**config.mk**
```make
export PLATFORM = sky130hd
export DESIGN_NAME = activation_unit
export DESIGN_NICKNAME = d
export VERILOG_FILES = /design/src/rtl/activation_pkg.sv /design/src/rtl/act_lane.sv /design/src/rtl/activation_unit.sv
export SDC_FILE = /design/constraint.sdc
export NUM_CORES = 1
export LEC_CHECK = 0
export BUFFER_PORTS_ARGS = -buffer_cell sky130_fd_sc_hd__buf_4
export CAP_MARGIN = 20
export CORE_MARGIN = 3
export CORE_UTILIZATION = 60
export CTS_CLUSTER_SIZE = 10
export DETAILED_ROUTE_END_ITERATION = 10
export GPL_TIMING_DRIVEN = 0
export PLACE_DENSITY_LB_ADDON = 0.3
export SYNTH_ARGS = -nofsm -noshare
export SYNTH_HDL_FRONTEND = slang
export SYNTH_HIERARCHICAL = 1
export SYNTH_SLANG_ARGS = --single-unit
```
**constraint.sdc**
```tcl
create_clock -name clk -period 6.84 [get_ports clk]
set_input_delay 0.342 -clock clk [delete_from_list [all_inputs] [get_ports clk]]
set_output_delay 0.342 -clock clk [all_outputs]
set_load 0.02 [all_outputs]
```
**src/rtl/activation_pkg.sv**
```systemverilog
// Shared encodings for the activation pipeline: per-beat function select and shift amounts.
// Pure declarations; no latency, no flow control.
package activation_pkg;

  typedef enum logic [1:0] {
    MODE_SIGMOID = 2'd0,
    MODE_RELU    = 2'd1,
    MODE_LEAKY   = 2'd2,
    MODE_BYPASS  = 2'd3
  } mode_e;

  localparam int SIG_SHIFT   = 2;
  localparam int LEAKY_SHIFT = 3;

endpackage

```
**src/rtl/act_lane.sv**
```systemverilog
// One lane of the activation function: sample and mode in, result and clamp flag out.
// Purely combinational (zero latency); no flow control.
module act_lane
  import activation_pkg::*;
#(
  parameter int WIDTH     = 16,
  parameter int FRAC_BITS = 11
) (
  input  logic signed [WIDTH-1:0] x,
  input  mode_e                   mode,
  output logic signed [WIDTH-1:0] y,
  output logic                    sat
);

  localparam int ONE_I = 1 << FRAC_BITS;
  localparam logic signed [WIDTH+1:0] ONE  = ONE_I[WIDTH+1:0];
  localparam logic signed [WIDTH+1:0] HALF = ONE >>> 1;

  // Two guard bits keep ONE/2 + x/4 from overflowing before the clamp.
  logic signed [WIDTH+1:0] xe;
  logic signed [WIDTH+1:0] p;

  assign xe = {{2{x[WIDTH-1]}}, x};

  always_comb begin
    p   = HALF + (xe >>> SIG_SHIFT);
    y   = x;
    sat = 1'b0;
    case (mode)
      MODE_SIGMOID: begin
        if (p[WIDTH+1]) begin
          y   = '0;
          sat = 1'b1;
        end else if (p > ONE) begin
          y   = ONE[WIDTH-1:0];
          sat = 1'b1;
        end else begin
          y = p[WIDTH-1:0];
        end
      end
      MODE_RELU: begin
        if (x[WIDTH-1]) y = '0;
      end
      MODE_LEAKY: begin
        if (x[WIDTH-1]) y = x >>> LEAKY_SHIFT;
      end
      default: y = x;
    endcase
  end

endmodule

```
**src/rtl/activation_unit.sv**
```systemverilog
// Multi-lane activation pipeline with saturation counter; 2-cycle latency, one beat per cycle.
// Backpressure: both stages advance only when the output register is empty or being taken.
module activation_unit
  import activation_pkg::*;
#(
  parameter int WIDTH     = 16,
  parameter int FRAC_BITS = 11,
  parameter int LANES     = 4,
  parameter int CNT_W     = 16
) (
  input  logic                   clk,
  input  logic                   rst,
  input  logic                   s_valid,
  output logic                   s_ready,
  input  logic [LANES*WIDTH-1:0] s_data,
  input  logic [1:0]             s_mode,
  output logic                   m_valid,
  input  logic                   m_ready,
  output logic [LANES*WIDTH-1:0] m_data,
  input  logic                   sat_clr,
  output logic [CNT_W-1:0]       sat_cnt
);

  localparam int SAT_W = $clog2(LANES + 1);

  typedef struct packed {
    logic                   vld;
    mode_e                  mode;
    logic [LANES*WIDTH-1:0] dat;
  } s1_t;

  logic                   en;
  s1_t                    s1;
  logic [LANES*WIDTH-1:0] lane_y;
  logic [LANES-1:0]       lane_sat;
  logic [SAT_W-1:0]       beat_sat;
  logic [SAT_W-1:0]       s2_sat;
  logic [CNT_W:0]         cnt_sum;

  assign en      = !m_valid || m_ready;
  assign s_ready = en;

  always_ff @(posedge clk) begin
    if (rst) begin
      s1 <= '0;
    end else if (en) begin
      s1.vld  <= s_valid;
      s1.mode <= mode_e'(s_mode);
      s1.dat  <= s_data;
    end
  end

  for (genvar i = 0; i < LANES; i++) begin : g_lane
    act_lane #(
      .WIDTH    (WIDTH),
      .FRAC_BITS(FRAC_BITS)
    ) u_lane (
      .x   (s1.dat[i*WIDTH +: WIDTH]),
      .mode(s1.mode),
      .y   (lane_y[i*WIDTH +: WIDTH]),
      .sat (lane_sat[i])
    );
  end

  always_comb begin
    beat_sat = '0;
    for (int i = 0; i < LANES; i++) begin
      beat_sat = beat_sat + SAT_W'(lane_sat[i]);
    end
  end

  always_ff @(posedge clk) begin
    if (rst) begin
      m_valid <= 1'b0;
      m_data  <= '0;
      s2_sat  <= '0;
    end else if (en) begin
      m_valid <= s1.vld;
      m_data  <= lane_y;
      s2_sat  <= beat_sat;
    end
  end

  // One extra bit catches the carry so the counter pins at all-ones instead of wrapping.
  assign cnt_sum = {1'b0, sat_cnt} + (CNT_W+1)'(s2_sat);

  always_ff @(posedge clk) begin
    if (rst || sat_clr) begin
      sat_cnt <= '0;
    end else if (m_valid && m_ready) begin
      sat_cnt <= cnt_sum[CNT_W] ? '1 : cnt_sum[CNT_W-1:0];
    end
  end

endmodule

```
# Yosys cells after proc, flatten, opt, wreduce, memory -nomap -nowiden
# Index checks and enable logic that the tools add are counted.
# Widths: inputs -> output; s select.
# word_totals
regBits,151
out_inout_bits,82
wordCells,59
# op_classes
addsub,8
magnitude_cmp,4
eq_ne,2
muxes,33
n_reduce_logical,5
# op_table
operator,n
$mux 16,13
$pmux 16 s3,4
$gt 18x13->1 const B,4
$add 12x14->15 const A,4
$mux 15,4
$add 16x3->17,1
$mux 1,12
$add 2x1->3,1
$add 3x1->3,1
$add 1x1->2,1
$eq 2x1->1 const B,1
$eq 2x2->1 const B,1
$logic_not 2->1,1
$logic_or 1x1->1,2
$logic_and 1x1->1,1
$logic_not 1->1,1

# Depth between registers and ports, before layout
# Gate-level depths: netlist of the first run.
# logic_depth
ltp_word,8
ltp_mapped,12

# Cells and area by module
# The synthesis of the first run kept the hierarchy.
# modules_own_cells
mod,n_inst,cells_each,area_per_inst_um2
activation_unit,1,688,5511.5
act_lane,4,99,633.1

# Least setup slack after synthesis of the first run
# OpenSTA, ideal clock, no wires.
# synth_path
path_type,flip-flop to flip-flop
from,reg s1[12] (netlist name)
to,reg s2_sat[1]
setup_ns,0.132
arrival_ns,2.321
required_ns,6.708
slack_ns,4.387
path_stages_with_launch,12
path_cell_list,dfxtp_1 > ha_1 > and2_1 > a211oi_1 > o31a_2 > inv_1 > fa_1 > inv_1 > ha_1 > ha_1 > nand2_1 > a21oi_1
# synth_between
elab_chain_len,8
# synth_rtl
element,line_no,rtl
"start, declared",activation_unit.sv:33,s1_t s1;
$add 12x14->15 *,act_lane.sv:26,p = HALF + (xe >>> SIG_SHIFT);
$gt 18x13->1,act_lane.sv:34,end else if (p > ONE) begin
$mux 1,act_lane.sv:34,
$mux 1 *,act_lane.sv:31,if (p[WIDTH+1]) begin
$mux 1 *,act_lane.sv:29,case (mode)
named net lane_sat[0],activation_unit.sv:35,logic [LANES-1:0] lane_sat;
$add 1x1->2 *,activation_unit.sv:68,beat_sat = beat_sat + SAT_W'(lane_sat[i]);
$add 2x1->3 *,activation_unit.sv:68,
$add 3x1->3 *,activation_unit.sv:68,
named net beat_sat[1],activation_unit.sv:36,logic [SAT_W-1:0] beat_sat;
"end signal, assigned",activation_unit.sv:80,s2_sat <= beat_sat;
"end, declared",activation_unit.sv:37,logic [SAT_W-1:0] s2_sat;
# Mark *: on every way through the listed nets, which the timed path passes. The rest lies on a longest branch.
# A chain may end at the register's enable or synchronous reset.

# Final worst setup path of the first run
# Ends and elaborated chain as after synthesis.

==> results of run 1 <==
Yosys cell counts (2+ instances only):
cell type	count	area [um^2]
buf_4	2	15.0
o221a_1	2	22.5
nand2b_1	9	56.3
o2bb2ai_1	4	35.0
o22a_1	28	245
fa_1	2	40.0
a31oi_1	8	50.1
a211oi_2	37	463
nand2_1	336	1260
inv_1	27	101
a21boi_0	4	30.0
o31a_2	4	40.0
a21oi_1	190	951
a221o_1	4	40.0
nor4_2	5	62.6
clkbuf_1	46	173
a211oi_1	10	75.1
o21a_1	4	30.0
nand3_1	10	50.1
o31ai_1	4	30.0
o21ai_0	25	125
buf_1	8	30.0
nor2_1	69	259
nor3_1	5	25.0
nor4b_2	4	60.1
or4b_4	4	55.1
and2_1	8	50.1
nor2b_1	5	31.3
xor2_1	6	52.6
o22a_2	8	80.1
dfxtp_1	151	3020
o221ai_1	4	35.0
ha_1	13	163
buf_6	4	45.0
and3_1	2	12.5
buf_2	14	70.1
per-layer routing:
metal	wire length, um	up-vias	track usage
met5	0	-	0
met4	677	0	0.119
met3	1630	49	0.0594
met2	10600	366	0.489
met1	9400	3872	0.390
li1	-	4067	-
cells by family (layout without fill, tap and decap cells):
group / after synthesis / count (layout)
AND/OR/NAND/NOR: 467 / 467
AO/OA/AOI/OAI: 341 / 341
flip-flops: 151 / 151
buffers and inverters: 102 / 286
adder cells (fa/ha/maj): 15 / 15
XOR/XNOR: 7 / 7
multiplexers: 1 / 1
cell usage in the layout, fill, tap and decap left out, types with 9 or more instances in the layout:
master	instances
a21oi_1	190
o22a_1	28
buf_2	14
dfxtp_1	151
nand3_1	10
nand2_1	336
nor2_1	69
nand2b_1	9
a211oi_1	10
ha_1	13
buf_4	154
o21ai_0	25
clkbuf_1	48
clkbuf_16	17
a211oi_2	37
inv_1	27
power groups by stage:
| stage | Clock (mW) | Sequential (mW) | Combinational (mW) |
|---|---|---|---|
| global placement | 0 | 1.00 | 0.387 |
| CTS | 0.964 | 0.984 | 0.399 |
| finish | 0.958 | 0.986 | 0.402 |
| floorplan | 0 | 1.01 | 0.248 |
| detailed placement | 0 | 1.00 | 0.394 |
| global route | 1.00 | 0.992 | 0.442 |
metrics by stage:
step           setup slack, ps  hold WS [ps]
2_1_floorplan             4390           431
3_3_place_gp              4230           438
3_5_place_dp              4200           444
4_1_cts                   4170           159
5_1_grt                   3990           163
6_report                  4160           164
worst max-delay path, stage by stage, from the launching register on:
cell and delay, ps:
dfxtp_1 370, ha_1 250, and2_1 160, a211oi_1 370, o31a_2 210, inv_1 50, fa_1 520, inv_1 40
ha_1 180, ha_1 280, nand2_1 60, a21oi_1 60
state kept, by name, indices dropped and copies added, names as in the netlist:
signal,count
m_data,64
s2_sat,3
s1,67
m_valid,1
sat_cnt,16
final cells by class:
cell class | count | area share
multi-input cells | 831 | 0.458
plain buffers | 74 | 0.0333
clock inverters | 11 | 0.0148
repair buffers | 152 | 0.114
clock buffers | 21 | 0.0460
inverters | 28 | 0.0105
well taps | 172 | 0.0215
flip-flops and latches | 151 | 0.302
worst max-delay path by stage:
stage	startpoint	end	cells past startpoint
after floorplan	s1[12]	s2_sat[1]	11
after global placement	s1[12]	s2_sat[1]	11
after detailed placement	s1[28]	s2_sat[1]	11
after CTS	s1[28]	s2_sat[1]	11
after global routing	s1[12]	s2_sat[1]	11
final	s1[12]	s2_sat[1]	11
==> key figures, run 1 <==
Clock tree
  – Root Buffer: clkbuf_16
  – CTS tree: built
  – CTS max path bufs: 2
  – Postcts setup bufs: 0
  – CTS Sinks: 151
  – CTS resizes: 0
  – Clock latency on the worst-skew pair: 430 ps
  – H-tree levels: 4
  – CTS clk-pin slew, worst paths: 60 ps
  – Num CTS Buffers: 17
  – Hold bufs inserted after CTS: 0

STA
  – Skew final: 6.28 ps
  – Setup TNS: 0 ps
  – Least-Margin Pin Slew: 898 ps
  – Final setup vio count: 0
  – Final Hold Viols: 0
  – FMAX: 374 MHz
  – Post-layout min period: 2680 ps
  – Final Max Slew Viols: 0
  – RSZ-0062 raised after global routing: false
  – Final Cycle Share: 0.391
  – Slew margin rel.: 0.400

Cells and area
  – # diodes: 0
  – Fin area: 10000 um^2
  – Synth-to-Final Area Change: 24.4%
  – FF/Latch Area: 3020 um^2
  – Core Util, Final: 0.777
  – Multi-input logic area: 4580 um^2
  – Final nets: 1341
  – Non-filler cells in the finished layout: 1440
  – Fraction of layout cells with a size suffix above 1: 0.216
  – # fillers: 980

Logic synthesis
  – Synth async-reset ratio: 0
  – XOR/XNOR Fraction of Synth Area: 0.00762
  – Sequential share of the synthesized area: 0.376
  – Post-synthesis adder-cell area fraction: 0.0252
  – Largest family of logic cells by synthesized area: compound AO/OA/AOI/OAI gates
  – Syn Nets: 1170
  – Ys flop type: dfxtp_1
  – #FFs+latches synth: 151
  – Cell count after synthesis: 1084
  – Compound-Gate Fraction of Synth Area: 0.285
  – Yosys warnings: 6
  – Mapped cell area: 8040 um^2
  – Mux contribution to synthesized area: 0.00124
  – Synth Area in Simple Gates: 0.251
  – Syn Area/Cell: 7.42 um^2
  – EDFF count, synth: 0
  – Synth unique cells: 54

Hold path
  – Hold Path Class: primary input to flip-flop
  – Min-delay src: s_data[54]
  – Worst hold stages: 3
  – Hold EP: s1[54]

Pwr
  – Net switching power: 0.652 mW
  – Sequential power share: 0.420
  – Combinational share of power: 0.171
  – Clock group share of total power: 0.408
  – Total power density per cell area: 234 nW/um^2
  – Switching Share: 0.278
  – LEAKAGE: 4.09 nW
  – Final Power: 2.35 mW
  – Pint: 1.70 mW
  – VDD IR max: 233 uV

Setup path
  – CP arrival: 2980 ps
  – Worst setup SP type: flip-flop
  – Worst setup EP type: flip-flop
  – Critical path class: flip-flop to flip-flop
  – R2r startpoint: s1[12]
  – R2R depth: 11
  – Setup slack, reg-to-reg: 4160 ps
  – Crit Path Max Fanout: 7
  – Reg-to-reg endpoint: s2_sat[1]
  – Critical Path RT: 7140 ps

Routing
  – First-pass DRT Iterations: 7
  – Iteration-0 DRC Markers: 785
  – Drt drc: 0
  – Vias per cell: 5.80
  – Antenna-violating nets left: 0
  – Avg WL per Cell: 15.5 um
  – Vias: 8354
  – Routed Wire Length: 22300 um

Place
  – HPWL Detailed: 15700 um
  – PortBufs: 152
  – Final Wtd Congestion: 0.920
  – Placed inst area: 9400 um^2
  – Inst Count DP: 1408

Run
  – Max-cap violations: 0

Die
  – Die height: 122 um
  – Num rows: 41
  – # IOs: 153
  – Initial core utilization: 0.625
  – Die X-Extent: 122 um
  – Core region area: 12900 um^2
  – Die area: 14800 um^2

Global route
  – Total GRT Usage: 0.299
  – Total gr overflow: 0
  – Wire length of the first global-routing pass: 36200 um
  – Vias in the first global route: 7580
  – Largest net degree at the start of global routing: 26
  – Initial antenna violation count: 0

Outcome
  – Outcome: completed
(Power assumes the default switching activity.)
==> run 2: changes to the inputs <==
--- a/config.mk
+++ b/config.mk
@@ -5,10 +5,11 @@
 export SDC_FILE = /design/constraint.sdc
 export NUM_CORES = 1
 export LEC_CHECK = 0
+export ABC_AREA = 1
 export BUFFER_PORTS_ARGS = -buffer_cell sky130_fd_sc_hd__buf_4
 export CAP_MARGIN = 20
 export CORE_MARGIN = 3
-export CORE_UTILIZATION = 60
+export CORE_UTILIZATION = 51
 export CTS_CLUSTER_SIZE = 10
 export DETAILED_ROUTE_END_ITERATION = 10
 export GPL_TIMING_DRIVEN = 0
==> constraint.sdc (replaced) <==
create_clock -name clk -period 2.45 [get_ports clk]
set_input_delay 0.1225 -clock clk [delete_from_list [all_inputs] [get_ports clk]]
set_output_delay 0.1225 -clock clk [all_outputs]
set_load 0.02 [all_outputs]
==> key figures, run 2 <==
Logic synthesis
  – Cell count after synthesis: 1173
  – Dominant cell type by area after synthesis: dfxtp_1
  – Ys flop type: dfxtp_1
  – Sequential share of the synthesized area: 0.375
  – EDFF count, synth: 0
  – Largest cells by area after synthesis: dfxtp_1, nor2_1, o21ai_0, inv_1, o221ai_1
  – Syn Nets: 1259
  – Synth async-reset ratio: 0
  – Post-synth top area share: 0.375
  – #FFs+latches synth: 151
  – Yosys warnings: 6
  – Syn Area/Cell: 6.87 um^2
  – Most frequent cells after synthesis: nor2_1, dfxtp_1, o21ai_0, inv_1, nand2_1
  – Top-count cell post-synth: nor2_1
  – Synth unique cells: 33
  – Mapped cell area: 8060 um^2

Hold path
  – Min-delay src: s_data[35]
  – Hold Path Class: primary input to flip-flop
  – Worst hold stages: 3
  – Hold EP: s1[35]

Setup path
  – R2R depth: 12
  – Crit path launch: s1[28]
  – Critical Path RT: 2780 ps
  – Worst setup SP type: flip-flop
  – Critical path class: flip-flop to flip-flop
  – CP arrival: 2680 ps
  – R2r startpoint: s1[28]
  – Reg-to-reg endpoint: s2_sat[1]
  – Crit Path Max Fanout: 10
  – Setup slack, reg-to-reg: 100 ps
  – Worst setup EP type: flip-flop

Global route
  – Vias in the first global route: 7940
  – Total gr overflow: 0
  – Initial antenna violation count: 1
  – Largest net degree at the start of global routing: 18
  – Total GRT Usage: 0.270
  – Wire length of the first global-routing pass: 39100 um

Cells and area
  – FF/Latch Area: 3050 um^2
  – Max reg flops: 67
  – Most frequent cells in the layout: nor2_1, buf_4, o21ai_0
  – Final nets: 1507
  – Synth-to-Final Area Change: 35.9%
  – Biggest register: s1
  – Fraction of layout cells with a size suffix above 1: 0.199
  – Top flop regs: s1: 67 flops, m_data: 64 flops, sat_cnt: 16 flops
  – Non-filler cells in the finished layout: 1646
  – Multi-input logic area: 4260 um^2
  – Core Util, Final: 0.715
  – Most common cell after layout, fill and taps aside: nor2_1
  – # fillers: 1282

Pwr
  – VDD IR max: 518 uV
  – LEAKAGE: 5.33 nW
  – Final Power: 6.98 mW
  – Total power density per cell area: 637 nW/um^2

Outcome
  – Outcome: finished with violations
  – Failing checks: hold timing

Die
  – Die height: 132 um
  – Initial core utilization: 0.526
  – Die X-Extent: 132 um
  – Die area: 17300 um^2
  – Num rows: 45
  – Core region area: 15300 um^2
  – # IOs: 153

Routing
  – First-pass DRT Iterations: 6
  – Antenna-violating nets left: 0
  – Avg WL per Cell: 14.7 um
  – Iteration-0 DRC Markers: 865
  – Vias per cell: 5.40
  – Drt drc: 0
  – Vias: 8891
  – Routed Wire Length: 24300 um

Clock tree
  – Root Buffer: clkbuf_16
  – H-tree levels: 4
  – CTS tree: built
  – CTS Sinks: 151
  – Num CTS Buffers: 17
  – CTS max path bufs: 2
  – CTS clk-pin slew, worst paths: 60 ps
  – Clock latency on the worst-skew pair: 430 ps

STA
  – Final Max Slew Viols: 0
  – Final Cycle Share: 0.959
  – Post-layout min period: 2350 ps
  – Skew final: 9.54 ps
  – Final Hold Viols: 1
  – Setup TNS: 0 ps
  – FMAX: 426 MHz
  – Least-Margin Pin Slew: 765 ps
  – Worst Hold Slack: -8.56 ps
  – Final setup vio count: 0
  – Slew margin rel.: 0.489

Place
  – HPWL Detailed: 16500 um
  – Final Wtd Congestion: 0.960
  – PortBufs: 152
  – Inst Count DP: 1536

Run
  – Max-cap violations: 0
run 2: cell types whose count changed in the layout (fill, tap and decap cells not counted), moves of 40 or more:
cell           delta
a21oi_1         -134
dlygate4sd3_1    +64
inv_1            +76
nand2_1         -237
nand4_1          +52
nor2_1          +280
o21ai_0         +117
o221ai_1         +40
run 2: area by class of cell:
class / instances / area share
diodes: 1 / 0.000228
repair buffers: 233 / 0.174
flip-flops and latches: 151 / 0.279
inverters: 110 / 0.0377
well taps: 211 / 0.0241
clock inverters: 10 / 0.0131
multi-input cells: 837 / 0.389
plain buffers: 71 / 0.0395
clock buffers: 22 / 0.0433
run 2: how the worst max path moves through the flow:
stage / slack (ps) / cells after the start / end
after floorplan: 20 / 13 / s2_sat[1]
after global placement: -340 / 15 / s2_sat[1]
after detailed placement: -360 / 15 / s2_sat[1]
after CTS: 1 / 15 / s2_sat[1]
after global routing: -4 / 13 / s2_sat[1]
final: 100 / 12 / s2_sat[1]
run 2: what timing repair did:
action | in CTS | in global routing
hold endpoints to repair | 63 | 1
hold buffers | 63 | 1
setup endpoints to repair | 3 | 3
gates resized for setup | 26 | 20
pin swaps | 11 | 12
buffers inserted | 14 | 3
run 2: critical path, stage by stage, from the launching register on:
cell      delay (ps)
dfxtp_4          390
ha_2             210
xor2_2           150
nor2_2            60
buf_6            140
a21boi_2         160
inv_1             70
fa_1             490
inv_2             50
ha_4             150
ha_4             230
o21ai_2          110
nor2_1            50
run 2: power by group:
part / switching, mW / internal (mW) / leakage (nW) / total (mW)
clock: 1.06 / 1.69 / 0.293 / 2.75
combinational: 0.773 / 0.626 / 3.78 / 1.40
sequential: 0.196 / 2.64 / 1.25 / 2.83
run 2: per-stage QoR:
step	hold WS, ps	cell area, um^2	setup WS [ps]
6_report	-8.56	11000	102
5_1_grt	21.7	11000	-4.35
4_1_cts	1.91	10900	1.21
3_5_place_dp	338	9470	-355
3_3_place_gp	333	9470	-344
2_1_floorplan	192	8060	15.7
run 2: logic make-up (layout without fill, tap and decap cells):
| kind of cell | count (synthesis) | in the layout | share of synthesized area |
|---|---|---|---|
| simple gates | 544 | 544 | 0.282 |
| flops | 151 | 151 | 0.375 |
| buf+inv | 185 | 446 | 0.109 |
| xor+xnor | 8 | 8 | 0.00869 |
| compound gates | 270 | 270 | 0.200 |
| fa+ha+maj | 15 | 15 | 0.0252 |
| other cells | 0 | 1 | 0 |
run 2: layer usage:
| layer | vias to the layer above | global-route usage | wire length, um |
|---|---|---|---|
| met1 | 4083 | 0.357 | 10600 |
| li1 | 4381 | - | - |
| met3 | 54 | 0.0425 | 1480 |
| met2 | 373 | 0.454 | 11700 |
| met4 | 0 | 0.0852 | 488 |
| met5 | - | 0 | 0 |
==> run 3: changes to the inputs <==
--- a/config.mk
+++ b/config.mk
@@ -8,8 +8,11 @@
 export ABC_AREA = 1
 export BUFFER_PORTS_ARGS = -buffer_cell sky130_fd_sc_hd__buf_4
 export CAP_MARGIN = 20
+export CELL_PAD_IN_SITES_DETAIL_PLACEMENT = 0
+export CELL_PAD_IN_SITES_GLOBAL_PLACEMENT = 2
 export CORE_MARGIN = 3
-export CORE_UTILIZATION = 51
+export CORE_UTILIZATION = 28
+export CTS_CLUSTER_DIAMETER = 30
 export CTS_CLUSTER_SIZE = 10
 export DETAILED_ROUTE_END_ITERATION = 10
 export GPL_TIMING_DRIVEN = 0
@@ -18,3 +21,4 @@
 export SYNTH_HDL_FRONTEND = slang
 export SYNTH_HIERARCHICAL = 1
 export SYNTH_SLANG_ARGS = --single-unit
+export TNS_END_PERCENT = 20
==> key figures, run 3 (synthesis gave the netlist of run 2 again) <==
Setup path
  – CP arrival: 2700 ps
  – Critical path's largest stage delay: 540 ps
  – Critical path class: flip-flop to flip-flop
  – Worst setup SP type: flip-flop
  – Crit Path Max Fanout: 3
  – Setup slack, reg-to-reg: 60 ps
  – Worst path most repeated cell: ha_4
  – Critical Path RT: 2760 ps
  – Crit-path cells: inv_4 > ha_4 > nand2_1 > nor2_1 > nand3_1 > nand2_2 > buf_8 > a21boi_4 > inv_2 > fa_1 > inv_2 > ha_4 > ha_4 > o21ai_2 > nor2_1
  – Worst setup EP type: flip-flop
  – Slowest-stage cell, CP: fa_1

Global route
  – Total GRT Usage: 0.178
  – Wire length of the first global-routing pass: 44300 um
  – Initial antenna violation count: 0
  – Total gr overflow: 0
  – Largest net degree at the start of global routing: 18
  – Vias in the first global route: 8315

Cells and area
  – Synth-to-Final Area Change: 41.6%
  – Non-filler cells in the finished layout: 1830
  – Most common cell after layout, fill and taps aside: nor2_1
  – Final nets: 1526
  – Biggest register: s1
  – Core Util, Final: 0.406
  – Top flop regs: s1: 67 flops, m_data: 64 flops, sat_cnt: 16 flops
  – # fillers: 3024
  – Fraction of layout cells with a size suffix above 1: 0.211
  – Most frequent cells in the layout: nor2_1, buf_4, o21ai_0
  – # diodes: 0
  – Max reg flops: 67

Place
  – HPWL Detailed: 19800 um
  – Final Wtd Congestion: 0.827
  – Inst Count DP: 1703
  – Dpl ws: -449 ps
  – PortBufs: 152

Routing
  – Iteration-0 DRC Markers: 440
  – Antenna-violating nets left: 0
  – Vias per cell: 4.68
  – Routed Wire Length: 27500 um
  – Avg WL per Cell: 15.0 um
  – Drt drc: 0
  – First-pass DRT Iterations: 5
  – Vias: 8558

STA
  – Skew final: 12.3 ps
  – Slew margin rel.: 0.602
  – FMAX: 418 MHz
  – RSZ-0062 raised after global routing: true
  – Setup ws final: 59.0 ps
  – Final Cycle Share: 0.976
  – Least-Margin Pin Slew: 596 ps
  – Final setup vio count: 0
  – Post-layout min period: 2390 ps
  – Final Max Slew Viols: 0
  – Final Hold Viols: 0

Run
  – Max-cap violations: 0

Clock tree
  – Root Buffer: clkbuf_16
  – H-tree levels: 4
  – CTS max path bufs: 2
  – CTS clk-pin slew, worst paths: 70 ps
  – Num CTS Buffers: 17
  – CTS tree: built
  – CTS Sinks: 151
  – Clock latency on the worst-skew pair: 420 ps

Die
  – Die height: 176 um
  – Initial core utilization: 0.287
  – Die area: 30900 um^2
  – Num rows: 61
  – # IOs: 153
  – Core region area: 28100 um^2
  – Die X-Extent: 176 um

Hold path
  – Hold Path Class: primary input to flip-flop

Pwr
  – VDD IR max: 390 uV
  – Final Power: 7.36 mW
  – LEAKAGE: 5.46 nW
  – Total power density per cell area: 645 nW/um^2

Outcome
  – Outcome: completed
-- run 3: final cells by class --
class,instances,area (um^2),share of cell area
multi-input cells,837,4280,0.375
flip-flops and latches,151,3050,0.267
repair buffers,249,2030,0.178
clock buffers,21,480,0.0421
plain buffers,74,477,0.0418
well taps,378,473,0.0415
inverters,110,418,0.0366
clock inverters,10,191,0.0168
-- run 3: critical path: cells and delay by family (launching register included) --
family / cells / cell delay [ps]
flip-flops: 1 / 390
buffers and inverters: 4 / 280
AND/OR/NAND/NOR: 5 / 320
AO/OA/AOI/OAI: 2 / 240
adder cells (fa/ha/maj): 4 / 1050
-- run 3: metrics by stage --
stage	setup TNS, ps	hold slack, ps	instance area [um^2]
after global placement	-940	323	9680
after global routing	-49.7	29.1	11400
after floorplan	0	192	8060
after detailed placement	-1060	318	9680
after CTS	0	10.2	11300
final	0	28.8	11400
-- run 3: final timing paths --
check,start,end,cells past startpoint
setup reg to reg,s1[29],s2_sat[1],15
hold / removal,s_data[17],s1[17],3
setup / recovery,s1[29],s2_sat[1],15
hold reg to reg,s1[66],m_valid,2
-- run 3: per-layer routing --
| layer | global-route usage | part of all wire | vias to the layer above | wire length, um |
|---|---|---|---|---|
| met5 | 0 | 0 | - | 0 |
| li1 | - | - | 4434 | - |
| met4 | 0.0442 | 0.013 | 0 | 344 |
| met1 | 0.243 | 0.49 | 3907 | 13300 |
| met2 | 0.293 | 0.46 | 192 | 12800 |
| met3 | 0.0300 | 0.038 | 25 | 1040 |
-- run 3: repair_timing --
| item | CTS | global route |
|---|---|---|
| endpoints found under the hold margin | 66 | 0 |
| hold buffers | 66 | 0 |
| gates cloned | 0 | 0 |
| resized for setup | 32 | 25 |
| setup endpoints to repair | 3 | 4 |
| buffers inserted | 32 | 0 |
| pin swaps | 14 | 12 |
-- run 3: power breakdown --
group          internal [mW]  switching [mW]  total (mW)
clock network           1.92            1.13        3.05
logic                  0.673           0.794        1.47
registers               2.64           0.204        2.84
